**src/rtl/alu_pkg.sv**
```systemverilog
// rtl/alu_pkg.sv - function codes and class encodings for beta_alu
package alu_pkg;

  // Full 6-bit function codes
  localparam logic [5:0] ALUFN_CMPEQ = 6'b000011;
  localparam logic [5:0] ALUFN_CMPLT = 6'b000101;
  localparam logic [5:0] ALUFN_CMPLE = 6'b000111;
  localparam logic [5:0] ALUFN_ADD   = 6'b010000;
  localparam logic [5:0] ALUFN_SUB   = 6'b010001;
  localparam logic [5:0] ALUFN_MUL   = 6'b010010;
  localparam logic [5:0] ALUFN_AND   = 6'b101000;
  localparam logic [5:0] ALUFN_OR    = 6'b101110;
  localparam logic [5:0] ALUFN_XOR   = 6'b100110;
  localparam logic [5:0] ALUFN_XNOR  = 6'b101001;
  localparam logic [5:0] ALUFN_SHL   = 6'b110000;
  localparam logic [5:0] ALUFN_SHR   = 6'b110001;
  localparam logic [5:0] ALUFN_SRA   = 6'b110011;

  // Operation class carried in ALUFN[5:4]
  localparam logic [1:0] CLS_CMP   = 2'b00;
  localparam logic [1:0] CLS_ARITH = 2'b01;
  localparam logic [1:0] CLS_BOOL  = 2'b10;
  localparam logic [1:0] CLS_SHIFT = 2'b11;

endpackage

```
**src/rtl/alu_shifter.sv**
```systemverilog
// rtl/alu_shifter.sv - combinational barrel shifter (left, logical right, arithmetic right)
module alu_shifter #(
  parameter int WIDTH = 32,
  parameter int SHW   = $clog2(WIDTH)
) (
  input  logic [WIDTH-1:0] a,
  input  logic [SHW-1:0]   amount,
  input  logic             dir,     // 0 = left, 1 = right
  input  logic             arith,   // right shifts only: replicate sign bit
  output logic [WIDTH-1:0] result
);

  // Select the shift flavour; amount 0 naturally passes a through
  always_comb begin
    result = a << amount;
    if (dir) begin
      if (arith) result = $unsigned($signed(a) >>> amount);
      else       result = a >> amount;
    end
  end

endmodule

```
**src/rtl/beta_alu.sv**
```systemverilog
// rtl/beta_alu.sv - registered 32-bit Beta ALU; optional multiplier under ALU_MUL_EN
module beta_alu
  import alu_pkg::*;
#(
  parameter int WIDTH = 32
) (
  input  logic             clk,
  input  logic             rst_n,
  input  logic [5:0]       ALUFN,
  input  logic [WIDTH-1:0] A,
  input  logic [WIDTH-1:0] B,
  output logic [WIDTH-1:0] Y
);

  localparam int SHW = $clog2(WIDTH);

  logic [WIDTH-1:0] sum;
  logic [WIDTH-1:0] diff;
  logic [WIDTH-1:0] bool_res;
  logic [WIDTH-1:0] shift_res;
  logic [WIDTH-1:0] y_next;
  logic             eq;
  logic             n_flag;
  logic             v_flag;
  logic             lt;

  assign sum  = A + B;
  assign diff = A - B;
  assign eq   = (A == B);

  // Signed less-than from the subtractor: negative result xor overflow
  assign n_flag = diff[WIDTH-1];
  assign v_flag = (A[WIDTH-1] ^ B[WIDTH-1]) & (diff[WIDTH-1] ^ A[WIDTH-1]);
  assign lt     = n_flag ^ v_flag;

  // Each result bit is a lookup into ALUFN[3:0] indexed by {A[i],B[i]}
  always_comb begin
    bool_res = '0;
    for (int i = 0; i < WIDTH; i++) begin
      bool_res[i] = ALUFN[{A[i], B[i]}];
    end
  end

  // ALUFN[0] picks right vs left, ALUFN[1] picks sign fill
  alu_shifter #(
    .WIDTH (WIDTH),
    .SHW   (SHW)
  ) u_shifter (
    .a      (A),
    .amount (B[SHW-1:0]),
    .dir    (ALUFN[0]),
    .arith  (ALUFN[1]),
    .result (shift_res)
  );

  // Result mux: only listed codes produce a value, everything else yields zero
  always_comb begin
    y_next = '0;
    case (ALUFN)
      ALUFN_CMPEQ: y_next = {{(WIDTH-1){1'b0}}, eq};
      ALUFN_CMPLT: y_next = {{(WIDTH-1){1'b0}}, lt};
      ALUFN_CMPLE: y_next = {{(WIDTH-1){1'b0}}, lt | eq};
      ALUFN_ADD:   y_next = sum;
      ALUFN_SUB:   y_next = diff;
`ifdef ALU_MUL_EN
      ALUFN_MUL:   y_next = A * B;
`endif
      ALUFN_SHL,
      ALUFN_SHR,
      ALUFN_SRA:   y_next = shift_res;
      default: begin
        if (ALUFN[5:4] == CLS_BOOL) y_next = bool_res;
      end
    endcase
  end

  // Single output register; cleared asynchronously and held at zero during reset
  always_ff @(posedge clk or negedge rst_n) begin
    if (!rst_n) Y <= '0;
    else        Y <= y_next;
  end

endmodule

```
**config.mk**
```make
export PLATFORM = sky130hd
export DESIGN_NAME = beta_alu
export DESIGN_NICKNAME = d
export VERILOG_FILES = /design/src/rtl/alu_pkg.sv /design/src/rtl/alu_shifter.sv /design/src/rtl/beta_alu.sv
export SDC_FILE = /design/constraint.sdc
export NUM_CORES = 1
export LEC_CHECK = 0
export CORE_MARGIN = 8
export CORE_UTILIZATION = 45
export CTS_CLUSTER_DIAMETER = 80
export DETAILED_ROUTE_END_ITERATION = 10
export DONT_BUFFER_PORTS = 1
export REMOVE_ABC_BUFFERS = 1
export SLEW_MARGIN = 10
export SYNTH_ARGS = -nofsm -noshare
export SYNTH_HDL_FRONTEND = slang
export SYNTH_SLANG_ARGS = --single-unit
```
**constraint.sdc**
```tcl
create_clock -name clk -period 0.86 [get_ports clk]
set_input_delay 0.043 -clock clk [delete_from_list [all_inputs] [get_ports clk]]
set_output_delay 0.043 -clock clk [all_outputs]
set_load 0.1 [all_outputs]
```
==> Word level (Yosys, flattened, before mapping) <==
Cells that the tools add are included.
Widths: inputs -> output; s select.
{ "totals": {"ff_bits": 32, "input_bits": 72, "elab_cells": 122} }
{ "classes": {"n_addsub": 2, "magnitude_cmp": 32, "n_eq_ne": 10, "shift": 3, "mux": 68, "bitwise_logic": 5, "n_reduce_logical": 1} }
{ "op_table": {"columns": ["operator", "count"], "rows": [
  ["$pmux 32 s6", 1],
  ["$lt 2x4->1 const B", 32],
  ["$mux 32", 3],
  ["$bmux 1 s2", 32],
  ["$add 32x32->32", 1],
  ["$eq 32x32->1", 1],
  ["$mux 1", 32],
  ["$shl 32x5->32", 1],
  ["$shr 32x5->32", 1],
  ["$sshr 32x5->32", 1],
  ["$sub 32x32->32", 1],
  ["$eq 6x6->1 const B", 3],
  ["$eq 6x3->1 const B", 2],
  ["$eq 6x5->1 const B", 2],
  ["$eq 6x2->1 const B", 1],
  ["$reduce_or 3->1", 1],
  ["$xor 1x1->1", 3],
  ["$eq 2x2->1 const B", 1],
  ["$and 1x1->1", 1],
  ["$or 1x1->1", 1]
]} }

==> Logic depth before layout (Yosys ltp) <==
{ "depth": {"ltp_word": 6, "depth_mapped": 20, "depth_no_buf": 15} }

==> By module <==
A second synthesis with hierarchy kept.
{ "unflattened": {"hier_cells": 1166, "hier_area_um2": 9452.8} }
{ "by_module_without_submodules": {"columns": ["mod", "n_inst", "cells_per_inst", "area_per_inst_um2", "seq_area_each_um2"], "rows": [
  ["beta_alu", 1, 676, 5529.1, 800.8],
  ["alu_shifter", 1, 490, 3923.8, 0.0]
]} }

==> Worst setup path before layout <==
No wires, ideal clock.
{ "synth_path": {"path_kind": "input port to flip-flop", "from": "in B[2]", "to": "reg Y[31]", "arrival_ps": 3619, "required_ps": 727, "path_slack_ps": -2891, "cell_stages": 20, "path_buffers": 5, "path_cell_list": "buf_4 > inv_2 > buf_2 > buf_2 > buf_2 > ha_1 > buf_2 > o21a_1 > o31a_1 > o211ai_2 > o211ai_1 > o31ai_1 > o21ai_1 > a21oi_1 > o21bai_1 > fa_1 > o21ai_0 > a21oi_1 > a221oi_2 > nand3_1"} }
{ "synth_between": {"elab_chain_len": 4} }
{ "synth_lines": {"columns": ["element", "line", "rtl"], "rows": [
  ["from (decl)", "beta_alu.sv:11", "input logic [WIDTH-1:0] B,"],
  ["parallel branches: the longest is 3 deep, another holds $sub 32x32->32", null, null],
  ["$pmux 32 s6 (*)", "beta_alu.sv:59", "case (ALUFN)"],
  ["via y_next[31]", "beta_alu.sv:21", "logic [WIDTH-1:0] y_next;"],
  ["to (signal assigned)", "beta_alu.sv:80", "else Y <= y_next;"],
  ["to (decl)", "beta_alu.sv:12", "output logic [WIDTH-1:0] Y"]
]} }
Mark *: on every way through the listed nets, which the timed path passes.

==> Worst setup path in the final report <==
{ "layout_path": {"from": "in B[8]", "to": "reg Y[31]"} }
{ "layout_between": {"elab_chain_len": 2} }
{ "layout_lines": {"columns": ["element", "line"], "rows": [
  ["$sub 32x32->32 / $add 32x32->32 (equally long branches)", "beta_alu.sv:28, beta_alu.sv:27"],
  ["$pmux 32 s6 (*)", "beta_alu.sv:59"],
  ["via y_next[31]", "beta_alu.sv:21"]
]} }
The timed path passes the listed nets; every way through them passes the cells marked *.

==> impl_metrics.xml <==
<?xml version="1.0" encoding="UTF-8"?>
<metrics>
  <group name="synth">
    <metric name="syn_area_per_cell" unit="um^2">7.79</metric>
    <metric name="synth_cell_types" unit="">89</metric>
    <metric name="ys_ff_latch" unit="">32</metric>
    <metric name="synthFlopType" unit="">sky130_fd_sc_hd__dfrtp_1</metric>
    <metric name="post_synth_main_area_contributors" unit="">sky130_fd_sc_hd__mux4_2 17%, sky130_fd_sc_hd__dfrtp_1 8.4%, sky130_fd_sc_hd__ha_1 8.2%</metric>
    <metric name="synthDominantCellAreaShare" unit="">0.174</metric>
    <metric name="count_of_flip_flops_with_a_built_in_enable_after_synthesis" unit="">0</metric>
    <metric name="syn_inst" unit="">1228</metric>
    <metric name="synthDominantAreaCellType" unit="">sky130_fd_sc_hd__mux4_2</metric>
    <metric name="synthesis.yosys.warnings" unit="">0</metric>
    <metric name="synth-async-reset-ratio" unit="">1.00</metric>
    <metric name="synth-seq-area-share" unit="">0.0837</metric>
    <metric name="synthesis.area" unit="um^2">9570</metric>
  </group>
  <group name="power_and_ir_drop">
    <metric name="peakVddDrop" unit="mV">0.799</metric>
    <metric name="power_per_cell_area" unit="nW/um^2">972</metric>
    <metric name="static-leakage-power" unit="nW">5.83</metric>
    <metric name="report.power.total" unit="mW">13.6</metric>
  </group>
  <group name="floorplanning">
    <metric name="fp.dieW" unit="um">162</metric>
    <metric name="die_area" unit="um^2">26200</metric>
    <metric name="floorplan.initialDensity" unit="">0.457</metric>
    <metric name="die_height" unit="um">162</metric>
    <metric name="design.portCount" unit="">104</metric>
    <metric name="core" unit="um^2">21000</metric>
    <metric name="rows" unit="">53</metric>
  </group>
  <group name="critical_path">
    <metric name="end_kind" unit="">flip-flop</metric>
    <metric name="cp.arrival" unit="ns">2.78</metric>
    <metric name="critPathMaxFanout" unit="">3</metric>
    <metric name="criticalPathCategory" unit="">input pin to flip-flop</metric>
    <metric name="cp_data_required_time" unit="ns">1.04</metric>
    <metric name="worstSetupStartpoint" unit="">B[8]</metric>
    <metric name="critical_path.startpoint_type" unit="">input pin</metric>
  </group>
  <group name="timing">
    <metric name="timing.final.crit_share" unit="">3.03</metric>
    <metric name="hold_viol_final" unit="">0</metric>
    <metric name="timing.final.ws_setup" unit="ns">-1.74</metric>
    <metric name="post-route-min-period" unit="ns">2.60</metric>
    <metric name="whs" unit="ns">0.0306</metric>
    <metric name="rsz0062_at_grt" unit="">true</metric>
    <metric name="maxSlewViolCount" unit="">0</metric>
    <metric name="setup_viol" unit="">64</metric>
    <metric name="worst-slew-pin-transition" unit="ns">0.496</metric>
    <metric name="timing.slew.headroom" unit="">0.666</metric>
    <metric name="fmax" unit="GHz">0.384</metric>
  </group>
  <group name="layout">
    <metric name="largest_registers" unit="">Y (32)</metric>
    <metric name="fillerInstances" unit="">1723</metric>
    <metric name="finalNonFillerCells" unit="">1772</metric>
    <metric name="final_layout_size_suffix_gt1_frac" unit="">0.424</metric>
    <metric name="largest-register" unit="">Y</metric>
    <metric name="layout-area-overhead-vs-synth" unit="%">46.3</metric>
    <metric name="largest_reg_flops" unit="">32</metric>
    <metric name="nNetsFinal" unit="">1634</metric>
  </group>
  <group name="clocking">
    <metric name="clockRootBuffer" unit="">sky130_fd_sc_hd__clkbuf_16</metric>
    <metric name="cts.sinks" unit="">32</metric>
    <metric name="number_of_buffers_added_by_the_clock_tree_synthesis_step" unit="">5</metric>
    <metric name="tritoncts" unit="">built</metric>
    <metric name="htree_levels" unit="">2</metric>
    <metric name="clk_pin_slew_worst_paths" unit="ns">0.07</metric>
    <metric name="clockBufferDepth" unit="">2</metric>
  </group>
  <group name="routing">
    <metric name="count_of_nets_left_with_antenna_violations_after_detail_routing" unit="">0</metric>
    <metric name="drt_wl_total" unit="mm">47.0</metric>
    <metric name="avgViaCountPerCell" unit="">6.80</metric>
    <metric name="routed_wire_length_per_instance" unit="um">26.5</metric>
    <metric name="detail_route.drc_violations" unit="">0</metric>
    <metric name="drt_iter0_drc" unit="">1387</metric>
    <metric name="firstDrtPassIters" unit="">6</metric>
    <metric name="total_via_count_in_the_routed_design" unit="">12000</metric>
  </group>
  <group name="placed_design">
    <metric name="dp_hpwl" unit="mm">32.9</metric>
    <metric name="place_inst" unit="">1721</metric>
    <metric name="gpl.final_weighted_congestion" unit="">0.971</metric>
    <metric name="portBuffers" unit="">0</metric>
  </group>
  <group name="global_route">
    <metric name="first_pass_grt_wire_length" unit="mm">69.7</metric>
    <metric name="globalRoute.totalOverflow" unit="">0</metric>
    <metric name="global_route.usage.total" unit="">0.344</metric>
    <metric name="antenna_found_initial" unit="">2</metric>
    <metric name="grt_max_degree" unit="">116</metric>
    <metric name="first_global_vias" unit="">11400</metric>
  </group>
  <group name="min_path">
    <metric name="sink_of_the_worst_hold_path" unit="">Y[0]$_DFF_PN0_</metric>
    <metric name="min_path_cells" unit="">3</metric>
    <metric name="hold_path_class" unit="">input pin to flip-flop</metric>
    <metric name="launch_instance_of_the_worst_min_delay_path" unit="">ALUFN[5]</metric>
  </group>
  <group name="run_status">
    <metric name="violations_in_the_final_reports" unit="">setup timing</metric>
    <metric name="status" unit="">finished, violations left</metric>
  </group>
  <group name="flow_run">
    <metric name="total_of_max_cap_violations" unit="">0</metric>
  </group>
</metrics>
[where the power goes]
group / switching, mW / internal [mW]
logic: 5.07 / 4.66
clock network: 0.918 / 1.22
registers: 0.115 / 1.63
[cell type report]
type | instances | area (um^2) | area share
sequential | 32 | 802 | 0.0573
timing repair buffer | 365 | 3330 | 0.238
clock buffer | 7 | 153 | 0.0109
tap | 275 | 344 | 0.0246
inverter | 62 | 314 | 0.0224
multi-input combinational | 1030 | 9060 | 0.647
antenna | 1 | 2.50 | 0.000179
[layout by cell type, fill, tap and decap left out, drive strengths merged, types with 8 or more instances in the layout]
cell type and count:
a22oi 10, a31oi 13, nand2b 15, o21a 11
buf 361, o31ai 16, o221ai 9, o311ai 11
o21bai 11, nor3 24, a211oi 22, nor4 10
o22ai 11, mux2 15, a221oi 11, xnor2 24
o211ai 30, a21oi 97, inv 61, nor2 143
nand3 21, nand2 106, ha 63, nor2b 16
o21ai 105, a21o 8, dfrtp 32, or3 9
mux4 74, mux2i 60
[per-stage QoR]
| stage | utilization | area [um^2] | setup TNS (ns) | setup slack (ns) |
|---|---|---|---|---|
| final | 0.668 | 14000 | -38.34 | -1.74 |
| after global routing | 0.668 | 14000 | -39.90 | -1.84 |
| after CTS | 0.649 | 13600 | -36.09 | -1.68 |
| after detailed placement | 0.584 | 12200 | -50.37 | -2.14 |
| after global placement | 0.584 | 12200 | -50.07 | -2.05 |
| after floorplan | - | 9070 | -51.01 | -2.45 |
[cell usage after synthesis, types with 21 or more instances]
master,instances
sky130_fd_sc_hd__nand2_1,106
sky130_fd_sc_hd__xnor2_1,24
sky130_fd_sc_hd__a21oi_1,97
sky130_fd_sc_hd__o21ai_1,26
sky130_fd_sc_hd__inv_1,56
sky130_fd_sc_hd__nor2_1,142
sky130_fd_sc_hd__mux2i_1,57
sky130_fd_sc_hd__o21ai_0,79
sky130_fd_sc_hd__buf_2,25
sky130_fd_sc_hd__clkbuf_1,56
sky130_fd_sc_hd__o211ai_1,28
sky130_fd_sc_hd__ha_1,63
sky130_fd_sc_hd__dfrtp_1,32
sky130_fd_sc_hd__nand3_1,21
sky130_fd_sc_hd__nor3_1,23
sky130_fd_sc_hd__mux4_2,74
[worst max-delay path, stage by stage]
cell,delay (ns)
sky130_fd_sc_hd__inv_8,0.01
sky130_fd_sc_hd__ha_4,0.26
sky130_fd_sc_hd__a211oi_2,0.06
sky130_fd_sc_hd__o21a_1,0.22
sky130_fd_sc_hd__or4b_1,0.49
sky130_fd_sc_hd__o211ai_1,0.18
sky130_fd_sc_hd__o31ai_2,0.10
sky130_fd_sc_hd__o21ai_1,0.22
sky130_fd_sc_hd__a21oi_1,0.10
sky130_fd_sc_hd__o21bai_1,0.20
sky130_fd_sc_hd__fa_1,0.43
sky130_fd_sc_hd__o21ai_1,0.13
sky130_fd_sc_hd__a21oi_1,0.06
sky130_fd_sc_hd__a221oi_2,0.16
sky130_fd_sc_hd__nand3_1,0.10
[timing repair]
action	in CTS	in global routing
setup buffers	33	21
pin swaps	101	87
endpoints found under the hold margin	36	0
gates cloned	0	0
hold buffers	5	0
resized for setup	213	73
setup endpoints to repair	64	64
[how the worst max path moves through the flow]
stage / end / cells after the start
2_1_floorplan: Y[31]$_DFF_PN0_ / 15
3_3_place_gp: Y[0]$_DFF_PN0_ / 15
3_5_place_dp: Y[0]$_DFF_PN0_ / 15
4_1_cts: Y[31]$_DFF_PN0_ / 15
5_1_grt: Y[31]$_DFF_PN0_ / 15
6_report: Y[31]$_DFF_PN0_ / 15
[cell families after synthesis]
kind of cell,Yosys count,synth area share
AO/OA/AOI/OAI,409,0.287
flip-flops,32,0.0837
adder cells (fa/ha/maj),66,0.0887
XOR/XNOR,28,0.0256
multiplexers,149,0.257
AND/OR/NAND/NOR,378,0.182
buffers and inverters,166,0.0764
[routing by layer]
layer | wire, um | part of all wire | global-route usage
met5 | 13 | 0.00028 | 0
met2 | 21300 | 0.45 | 0.543
met3 | 5600 | 0.12 | 0.0921
met1 | 18000 | 0.38 | 0.439
met4 | 2100 | 0.045 | 0.139
Power figures use the tool's default switching activity.
